$ cat src/rtl/mips_pkg.sv
// Shared definitions for the multiply/divide sequencer: op codes, FSM states
// and the default datapath width.
package mips_pkg;

  localparam int unsigned MD_XLEN = 32;

  typedef enum logic [2:0] {
    MD_NOP   = 3'd0,
    MD_MULT  = 3'd1,
    MD_MULTU = 3'd2,
    MD_DIV   = 3'd3,
    MD_DIVU  = 3'd4,
    MD_MTHI  = 3'd5,
    MD_MTLO  = 3'd6,
    MD_MFX   = 3'd7
  } md_op_e;

  typedef enum logic [1:0] {
    ST_IDLE = 2'd0,
    ST_RUN  = 2'd1,
    ST_FIX  = 2'd2
  } md_state_e;

endpackage

$ cat src/rtl/muldiv_step.sv
// One combinational iteration of the shared engine: add-shift for multiply,
// restoring subtract-shift for divide (one quotient bit per call).
module muldiv_step #(
  parameter int unsigned XLEN = 32
) (
  input  logic [XLEN-1:0] i_acc,
  input  logic [XLEN-1:0] i_q,
  input  logic [XLEN-1:0] i_opnd,
  input  logic            i_div,
  output logic [XLEN-1:0] o_acc,
  output logic [XLEN-1:0] o_q
);

  logic [XLEN:0] w_sum;
  logic [XLEN:0] w_sel;
  logic [XLEN:0] w_sh;
  logic [XLEN:0] w_diff;
  logic          w_ge;

  always_comb begin
    w_sum  = {1'b0, i_acc} + {1'b0, i_opnd};
    w_sel  = i_q[0] ? w_sum : {1'b0, i_acc};
    // Divide: the shifted partial remainder can briefly need XLEN+1 bits.
    w_sh   = {i_acc, i_q[XLEN-1]};
    w_ge   = (w_sh >= {1'b0, i_opnd});
    w_diff = w_sh - {1'b0, i_opnd};
    o_acc  = '0;
    o_q    = '0;
    if (i_div) begin
      o_acc = w_ge ? w_diff[XLEN-1:0] : w_sh[XLEN-1:0];
      o_q   = {i_q[XLEN-2:0], w_ge};
    end else begin
      o_acc = w_sel[XLEN:1];
      o_q   = {w_sel[0], i_q[XLEN-1:1]};
    end
  end

endmodule

$ cat src/rtl/muldiv_ctrl.sv
// Multi-cycle multiply/divide sequencer owning HI/LO: IDLE -> RUN (STEPS
// iterations on magnitudes) -> FIX (sign correction, HI/LO write) -> IDLE.
module muldiv_ctrl
  import mips_pkg::*;
#(
  parameter int unsigned XLEN  = mips_pkg::MD_XLEN,
  parameter int unsigned STEPS = XLEN
) (
  input  logic            clk,
  input  logic            rst,
  input  logic            op_valid,
  input  logic [2:0]      op,
  input  logic [XLEN-1:0] rs,
  input  logic [XLEN-1:0] rt,
  input  logic            cancel,
  output logic            busy,
  output logic            stall,
  output logic [XLEN-1:0] hi,
  output logic [XLEN-1:0] lo
);

  localparam int unsigned CW = (STEPS > 1) ? $clog2(STEPS) : 1;
  localparam logic [CW-1:0]     LAST = CW'(STEPS - 1);
  localparam logic [XLEN-1:0]   ONE  = XLEN'(1);
  localparam logic [2*XLEN-1:0] PONE = (2*XLEN)'(1);

  md_state_e       r_state;
  logic            r_busy;
  logic [CW-1:0]   r_cnt;
  logic [XLEN-1:0] r_acc;
  logic [XLEN-1:0] r_q;
  logic [XLEN-1:0] r_opnd;
  logic            r_div;
  logic            r_neg_p;
  logic            r_neg_r;
  logic            r_dz;
  logic [XLEN-1:0] r_hi;
  logic [XLEN-1:0] r_lo;

  md_op_e            w_op;
  logic              w_accept;
  logic              w_is_md;
  logic              w_is_div;
  logic              w_signed;
  logic [XLEN-1:0]   w_rs_mag;
  logic [XLEN-1:0]   w_rt_mag;
  logic [XLEN-1:0]   w_acc_nxt;
  logic [XLEN-1:0]   w_q_nxt;
  logic [2*XLEN-1:0] w_prod;
  logic [XLEN-1:0]   w_quo;
  logic [XLEN-1:0]   w_rem;

  always_comb begin
    w_op     = md_op_e'(op);
    w_accept = op_valid && !r_busy && !cancel;
    w_is_md  = (w_op == MD_MULT) || (w_op == MD_MULTU) ||
               (w_op == MD_DIV)  || (w_op == MD_DIVU);
    w_is_div = (w_op == MD_DIV) || (w_op == MD_DIVU);
    w_signed = (w_op == MD_MULT) || (w_op == MD_DIV);
    w_rs_mag = (w_signed && rs[XLEN-1]) ? (~rs + ONE) : rs;
    w_rt_mag = (w_signed && rt[XLEN-1]) ? (~rt + ONE) : rt;
  end

  muldiv_step #(.XLEN(XLEN)) u_step (
    .i_acc  (r_acc),
    .i_q    (r_q),
    .i_opnd (r_opnd),
    .i_div  (r_div),
    .o_acc  (w_acc_nxt),
    .o_q    (w_q_nxt)
  );

  // Sign fix applied in FIX; a zero divisor forces an all-ones quotient.
  always_comb begin
    w_prod = r_neg_p ? (~{r_acc, r_q} + PONE) : {r_acc, r_q};
    w_quo  = r_dz ? '1 : (r_neg_p ? (~r_q + ONE) : r_q);
    w_rem  = r_neg_r ? (~r_acc + ONE) : r_acc;
  end

  always_ff @(posedge clk) begin
    if (rst) begin
      r_state <= ST_IDLE;
      r_busy  <= 1'b0;
      r_cnt   <= '0;
      r_acc   <= '0;
      r_q     <= '0;
      r_opnd  <= '0;
      r_div   <= 1'b0;
      r_neg_p <= 1'b0;
      r_neg_r <= 1'b0;
      r_dz    <= 1'b0;
      r_hi    <= '0;
      r_lo    <= '0;
    end else begin
      case (r_state)
        ST_IDLE: begin
          if (w_accept) begin
            if (w_is_md) begin
              r_state <= ST_RUN;
              r_busy  <= 1'b1;
              r_cnt   <= '0;
              r_acc   <= '0;
              r_q     <= w_rs_mag;
              r_opnd  <= w_rt_mag;
              r_div   <= w_is_div;
              r_neg_p <= w_signed && (rs[XLEN-1] ^ rt[XLEN-1]);
              r_neg_r <= w_signed && rs[XLEN-1];
              r_dz    <= w_is_div && (rt == '0);
            end else if (w_op == MD_MTHI) begin
              r_hi <= rs;
            end else if (w_op == MD_MTLO) begin
              r_lo <= rs;
            end
          end
        end
        ST_RUN: begin
          if (cancel) begin
            r_state <= ST_IDLE;
            r_busy  <= 1'b0;
          end else begin
            r_acc <= w_acc_nxt;
            r_q   <= w_q_nxt;
            r_cnt <= r_cnt + 1'b1;
            if (r_cnt == LAST) r_state <= ST_FIX;
          end
        end
        ST_FIX: begin
          r_state <= ST_IDLE;
          r_busy  <= 1'b0;
          if (!cancel) begin
            if (r_div) begin
              r_hi <= w_rem;
              r_lo <= w_quo;
            end else begin
              r_hi <= w_prod[2*XLEN-1:XLEN];
              r_lo <= w_prod[XLEN-1:0];
            end
          end
        end
        default: begin
          r_state <= ST_IDLE;
          r_busy  <= 1'b0;
        end
      endcase
    end
  end

  assign busy  = r_busy;
  assign stall = op_valid && r_busy;
  assign hi    = r_hi;
  assign lo    = r_lo;

endmodule

$ cat config.mk
export PLATFORM = sky130hd
export DESIGN_NAME = muldiv_ctrl
export DESIGN_NICKNAME = d
export VERILOG_FILES = /design/src/rtl/mips_pkg.sv /design/src/rtl/muldiv_step.sv /design/src/rtl/muldiv_ctrl.sv
export SDC_FILE = /design/constraint.sdc
export NUM_CORES = 1
export LEC_CHECK = 0
export CORE_ASPECT_RATIO = 0.7
export CORE_UTILIZATION = 41
export CTS_CLUSTER_DIAMETER = 40
export DETAILED_ROUTE_END_ITERATION = 10
export PLACE_DENSITY = 0.61
export RECOVER_POWER = 50
export SYNTH_ARGS = -nofsm -noshare
export SYNTH_HDL_FRONTEND = slang
export SYNTH_SLANG_ARGS = --single-unit
$ cat constraint.sdc
create_clock -name clk -period 4.95 [get_ports clk]
set_input_delay 0.7425 -clock clk [delete_from_list [all_inputs] [get_ports clk]]
set_output_delay 0.7425 -clock clk [all_outputs]
set_load 0.1 [all_outputs]
==> results of run 1 <==
==> metal layers <==
layer	GRT usage	vias to the layer above	share of wire
met5	0	-	0
met1	0.461	7314	0.49
met3	0.0996	61	0.12
met2	0.385	782	0.37
li1	-	7340	-
met4	0.0713	0	0.017
==> worst max-delay path, stage by stage <==
cell      delay, ps
buf_4           510
clkbuf_1       2710
nor4_1          220
==> sequential cells by signal (all words and copies together) (netlist names), 2 cells and up <==
register  cells
r_acc        32
r_cnt         5
r_state       2
lo           32
hi           32
r_opnd       32
r_q          32
==> cell families (layout without fill, tap and decap cells) <==
logic type / Yosys count / in the layout / synth area share
and+or+nand+nor: 675 / 675 / 0.222
AOI/OAI and AO/OA: 646 / 646 / 0.289
buffers and inverters: 211 / 278 / 0.0557
DFF: 172 / 172 / 0.238
xor gates and xnor gates: 166 / 166 / 0.101
adders and majority gates: 72 / 72 / 0.0633
muxes: 44 / 44 / 0.0307
other: 0 / 1 / 0
==> final cells by class <==
class	count	area, sq um
fillers	3528	17900
well taps	472	591
multi-input cells	1603	10300
inverters	68	255
clock buffers	18	450
diodes	1	2.50
clock inverters	14	144
repair buffers	178	1650
flip-flops and latches	172	3450
==> per-stage QoR <==
step / cell area, sq um / cells / hold slack, ps / total power, mW
floorplan: 14500 / 1986 / 436 / 2.29
global placement: 16200 / 2493 / 436 / 2.65
detailed placement: 16200 / 2493 / 452 / 2.66
CTS: 16800 / 2525 / 463 / 4.06
global route: 16800 / 2525 / 475 / 4.24
finish: 16800 / 2526 / 459 / 4.06
==> worst max-delay path by stage <==
stage / startpoint / end / slack, ps
after floorplan: rs[8] / r_q[28] / 1920
after global placement: rs[8] / r_q[28] / 870
after detailed placement: rs[8] / r_q[28] / 850
after CTS: r_acc[1] / r_acc[30] / 1040
after global routing: rst / hi[20] / 420
final: rst / hi[20] / 880
==> power by group through the flow <==
stage	Sequential (mW)	Combinational [mW]	Clock, mW
final	1.51	1.15	1.40
after global routing	1.52	1.25	1.47
after CTS	1.51	1.13	1.42
after detailed placement	1.54	1.12	0
after global placement	1.54	1.11	0
after floorplan	1.55	0.741	0
==> cells in the final DEF (no fill, tap or decap), types with 9 or more instances in the layout <==
master             n
o211ai_1          17
dlygate4sd3_1     66
o41ai_1           10
o31ai_1           23
a21oi_1          191
inv_1             67
nor2_1           230
dfxtp_1          170
buf_4             37
a311oi_1          15
ha_1              70
and2_1             9
a31oi_1           31
mux2i_1           41
clkbuf_16         18
and3_1            14
a21o_1            31
nand4_1           14
or3_1             21
nand3_1           32
nor2b_1           25
a22o_1            16
nor4_1            18
or4_1             12
nor3_1            43
o21a_1            16
clkdlybuf4s50_1   69
a211oi_1          91
xnor2_1           89
nand2_1          195
o21ai_0          113
xor2_1            77
o221ai_1          25
nand2b_1          13
==> impl_metrics.toml, run 1 <==
[run_status]
outcome = "finished with violations"
violations = "max-capacitance violations, max-slew violations"

[clock_network]
cts_resized = 0
cts-root-buf = "clkbuf_16"
cts_hold_buf = 0
cts_max_level = 4
post_cts_buffers = 0
cts_tree = "yes"
clk_latency_ps = 470
clk_path_buf_depth = 2
clkSinkCount = 172
clk_pin_slew_ps = 80
numCtsBuffers = 17

[timing]
fin_setup_tns_ps = 0
hold_viol = 0
setup-violations-final = 0
fmax_mhz = 246
finalClockSkew_ps = 21.8
relSlewSlack = -1.52
rsz0062_at_grt = "no"
finalCritPeriodShare = 0.821
worst_slack_ps = 884
fin_crit_ps = 4070
slew_violations = 84
tightest_slew_ps = 3780

[yosys]
synthFlopType = "dfxtp_1"
async_flop_share = 0
synth.distinct_cells = 72
synth_common_cells = "233 x nor2_1, 195 x nand2_1, 191 x a21oi_1"
synth.ff_latch_count = 172
yosysSeqAreaShare = 0.238
synth_top_area_share = 0.238
synth_edf_count = 0
synth_area_leaders = "dfxtp_1 24%, a21oi_1 6.6%, ha_1 6.1%, nor2_1 6.0%, xnor2_1 5.4%"
netlist_instances = 1986
syn_avg_cell_area_sq_um = 7.28
yosys_warnings = 0
yosysMostFrequentCell = "nor2_1"
synth_area_leader_cell = "dfxtp_1"
syn_area_sq_mm = 0.0145
syn_nets = 2129

[setup_path]
r2r_slack_ps = 1040
worstReg2RegStart = "r_acc[23]"
arrival_ps = 4240
crit_required_ps = 5130
crit_type = "in -> reg"
r2r-end = "r_acc[23]"
end_kind = "flip-flop"
worstRegToRegCells = 12
crit_path_start_kind = "input port"
crit_fanout = 83

[power_and_ir_drop]
p_clk_frac = 0.344
ir_drop_uv = 236
intPower_mw = 2.55
leakage_nw = 6.58
switching_power_mw = 1.51
pwr-share-seq = 0.372
power.density_mw_per_mm2 = 242
pwr-share-comb = 0.284
sw_frac_of_total = 0.373

[floorplan]
die_width_um = 226
core_sq_mm = 0.0347
fp-row-count = 57
initial_core_util = 0.416
die-area_sq_mm = 0.0360
ios = 137
chipHeight_um = 159

[global_route]
first_global_vias = 13839
overflow = 0
grt_pass1_wl_mm = 82.9
grt_start_max_net_pins = 84
grt_usage = 0.299
antenna_found_initial = 2

[drt]
wirelength_mm = 54.0
dr.pass1.iters = 6
ant_nets = 0
vias = 15497
drt_first_iter_violations = 1955
routedWlPerCell_um = 21.4
drc = 0
viasPerCell = 6.13

[worst_hold_path]
hold_depth = 2
hold_path.class = "reg -> reg"
hold_start = "lo[23]"
hold_path_end = "lo[23]"

[run]
max-cap-violations = 1

[placed_design]
port_buffers = 136
hpwl_mm = 40.7
gp_routability_congestion = 0.962
dp_slack_ps = 847

[finish]
area_growth_pct = 16.2
fin_util = 0.484
nets = 2183
drive_gt1_frac = 0.0516
(Power assumes the default switching activity.)
==> run 2: changes to the inputs <==
--- a/config.mk
+++ b/config.mk
@@ -9,7 +9,7 @@
 export CORE_UTILIZATION = 41
 export CTS_CLUSTER_DIAMETER = 40
 export DETAILED_ROUTE_END_ITERATION = 10
-export PLACE_DENSITY = 0.61
+export PLACE_DENSITY = 0.64
 export RECOVER_POWER = 50
 export SYNTH_ARGS = -nofsm -noshare
 export SYNTH_HDL_FRONTEND = slang
==> constraint.sdc (replaced) <==
create_clock -name clk -period 3.45 [get_ports clk]
set_input_delay 0.5175 -clock clk [delete_from_list [all_inputs] [get_ports clk]]
set_output_delay 0.5175 -clock clk [all_outputs]
set_load 0.1 [all_outputs]
==> run 2 against run 1 <==
The flow now finishes without violations. Final cell count increased by 6.7%. Non-clock buffer count increased by 171. Global-route usage increased by 2.9 points. Wire length increased by 10%. Register-to-register slack got worse by 970 ps. Cell area increased by 8.2%. Worst setup slack got worse by 810 ps. Clock power increased by 45%. Power increased by 52%. Critical endpoint is now r_acc[30].
==> impl_metrics.toml, run 2 (synthesized netlist as in run 1, its figures left out) <==
[floorplan]
die_width_um = 226
core_sq_mm = 0.0347
ios = 137
die-area_sq_mm = 0.0360
initial_core_util = 0.416
fp-row-count = 57
chipHeight_um = 159

[clock_network]
cts_tree = "yes"
clk_pin_slew_ps = 80
clk_latency_ps = 470
cts-root-buf = "clkbuf_16"
clk_path_buf_depth = 2
numCtsBuffers = 17
cts_max_level = 4
clkSinkCount = 172

[placed_design]
dp_slack_ps = -248
post-place-cells = 2664
gp_routability_congestion = 1.04
hpwl_mm = 46.3
port_buffers = 136

[power_and_ir_drop]
leakage_nw = 7.43
ir_drop_uv = 337
power.density_mw_per_mm2 = 340

[finish]
final_common_cell = "nor2_1"
diodes = 0
instances_no_fill = 2696
final_cell_mix = "230 x nor2_1, 204 x buf_4, 195 x nand2_1"
nets = 2354
area_growth_pct = 25.8
drive_gt1_frac = 0.130

[setup_path]
crit_start = "r_opnd[12]"
worstReg2RegStart = "r_opnd[12]"
crit_required_ps = 3810
crit_path_start_kind = "flip-flop"
crit_fanout = 6
end_kind = "flip-flop"
crit_type = "reg -> reg"
arrival_ps = 3740

[timing]
finalClockSkew_ps = 16.5
hold_viol = 0
fmax_mhz = 296
rsz0062_at_grt = "yes"
relSlewSlack = 0.0374
slew_violations = 0
setup-violations-final = 0
fin_crit_ps = 3380
worst_slack_ps = 71.1
tightest_slew_ps = 1430
finalCritPeriodShare = 0.979

[global_route]
first_global_vias = 14801
grt_pass1_wl_mm = 90.3
antenna_found_initial = 0
use_met1 = 0.516
overflow = 0
grtUsageMet3 = 0.111
top_usage_layer = "met1"
grt_start_max_net_pins = 74
globalRouteMet2Util = 0.414
grt_usage = 0.328

[drt]
drc = 0
vias = 16436
ant_nets = 0
drt_first_iter_violations = 2172
routedWlPerCell_um = 22.0
viasPerCell = 6.10
wirelength_mm = 59.4
dr.pass1.iters = 7

[run_status]
outcome = "finished clean"

[run]
max-cap-violations = 0

[worst_hold_path]
hold_start = "lo[6]"
hold_path.class = "reg -> reg"
-- run 2: cell types whose count changed in the layout (fill, tap and decap cells not counted), sizes merged --
cell,previous run,this run
buf,37,208
inv,75,79
clkinvlp,2,0
clkinv,5,4
diode,1,0
dlygate4sd3,66,65
-- run 2: what timing repair did --
item / in CTS / in global routing
setup endpoints to repair: 3 / 26
pin swaps: 0 / 5
resized for setup: 3 / 18
hold buffers: 0 / 0
setup buffers: 0 / 0
-- run 2: cell type report --
cell class	count	area [sq um]
clock buffers	17	425
multi-input cells	1603	10300
repair buffers	349	2980
fillers	3422	16500
inverters	68	255
well taps	472	591
flip-flops and latches	172	3450
clock inverters	15	164
-- run 2: routing by layer --
metal | part of all wire | vias to the layer above
li1 | - | 7663
met1 | 0.48 | 7706
met2 | 0.37 | 989
met3 | 0.14 | 78
met4 | 0.016 | 0
met5 | 0 | -
-- run 2: where the power goes --
group | switching (mW) | internal, mW | total (mW) | leakage (nW)
Clock | 1.05 | 0.981 | 2.03 | 0.291
Sequential | 0.0892 | 2.05 | 2.14 | 1.39
Combinational | 1.21 | 0.807 | 2.02 | 5.74
-- run 2: worst paths after layout --
kind                    end  slack (ps)  depth (start not counted)
setup / recovery  r_acc[30]          70                         12
hold / removal        lo[6]         450                          2
setup reg to reg  r_acc[30]          70                         12
hold reg to reg       lo[6]         450                          2
-- run 2: worst max-delay path: stages, from the launching register on --
cell      delay (ps)
dfxtp_1          380
buf_4            190
ha_1             430
a21oi_1          180
a21o_1           210
a21o_1           180
a31o_2           240
a32o_1           320
o21a_1           250
o211ai_1         290
mux2i_1          240
a21oi_1          120
a22o_1           230
-- run 2: per-stage QoR --
stage	area [sq um]	setup TNS (ps)	hold slack [ps]	power, mW	util
after floorplan	14500	0	436	3.28	-
after global placement	17600	-717	442	4.11	0.506
after detailed placement	17600	-537	447	4.13	0.506
after CTS	18200	0	453	6.14	0.523
after global routing	18200	-33.0	468	6.43	0.524
final	18200	0	449	6.19	0.524
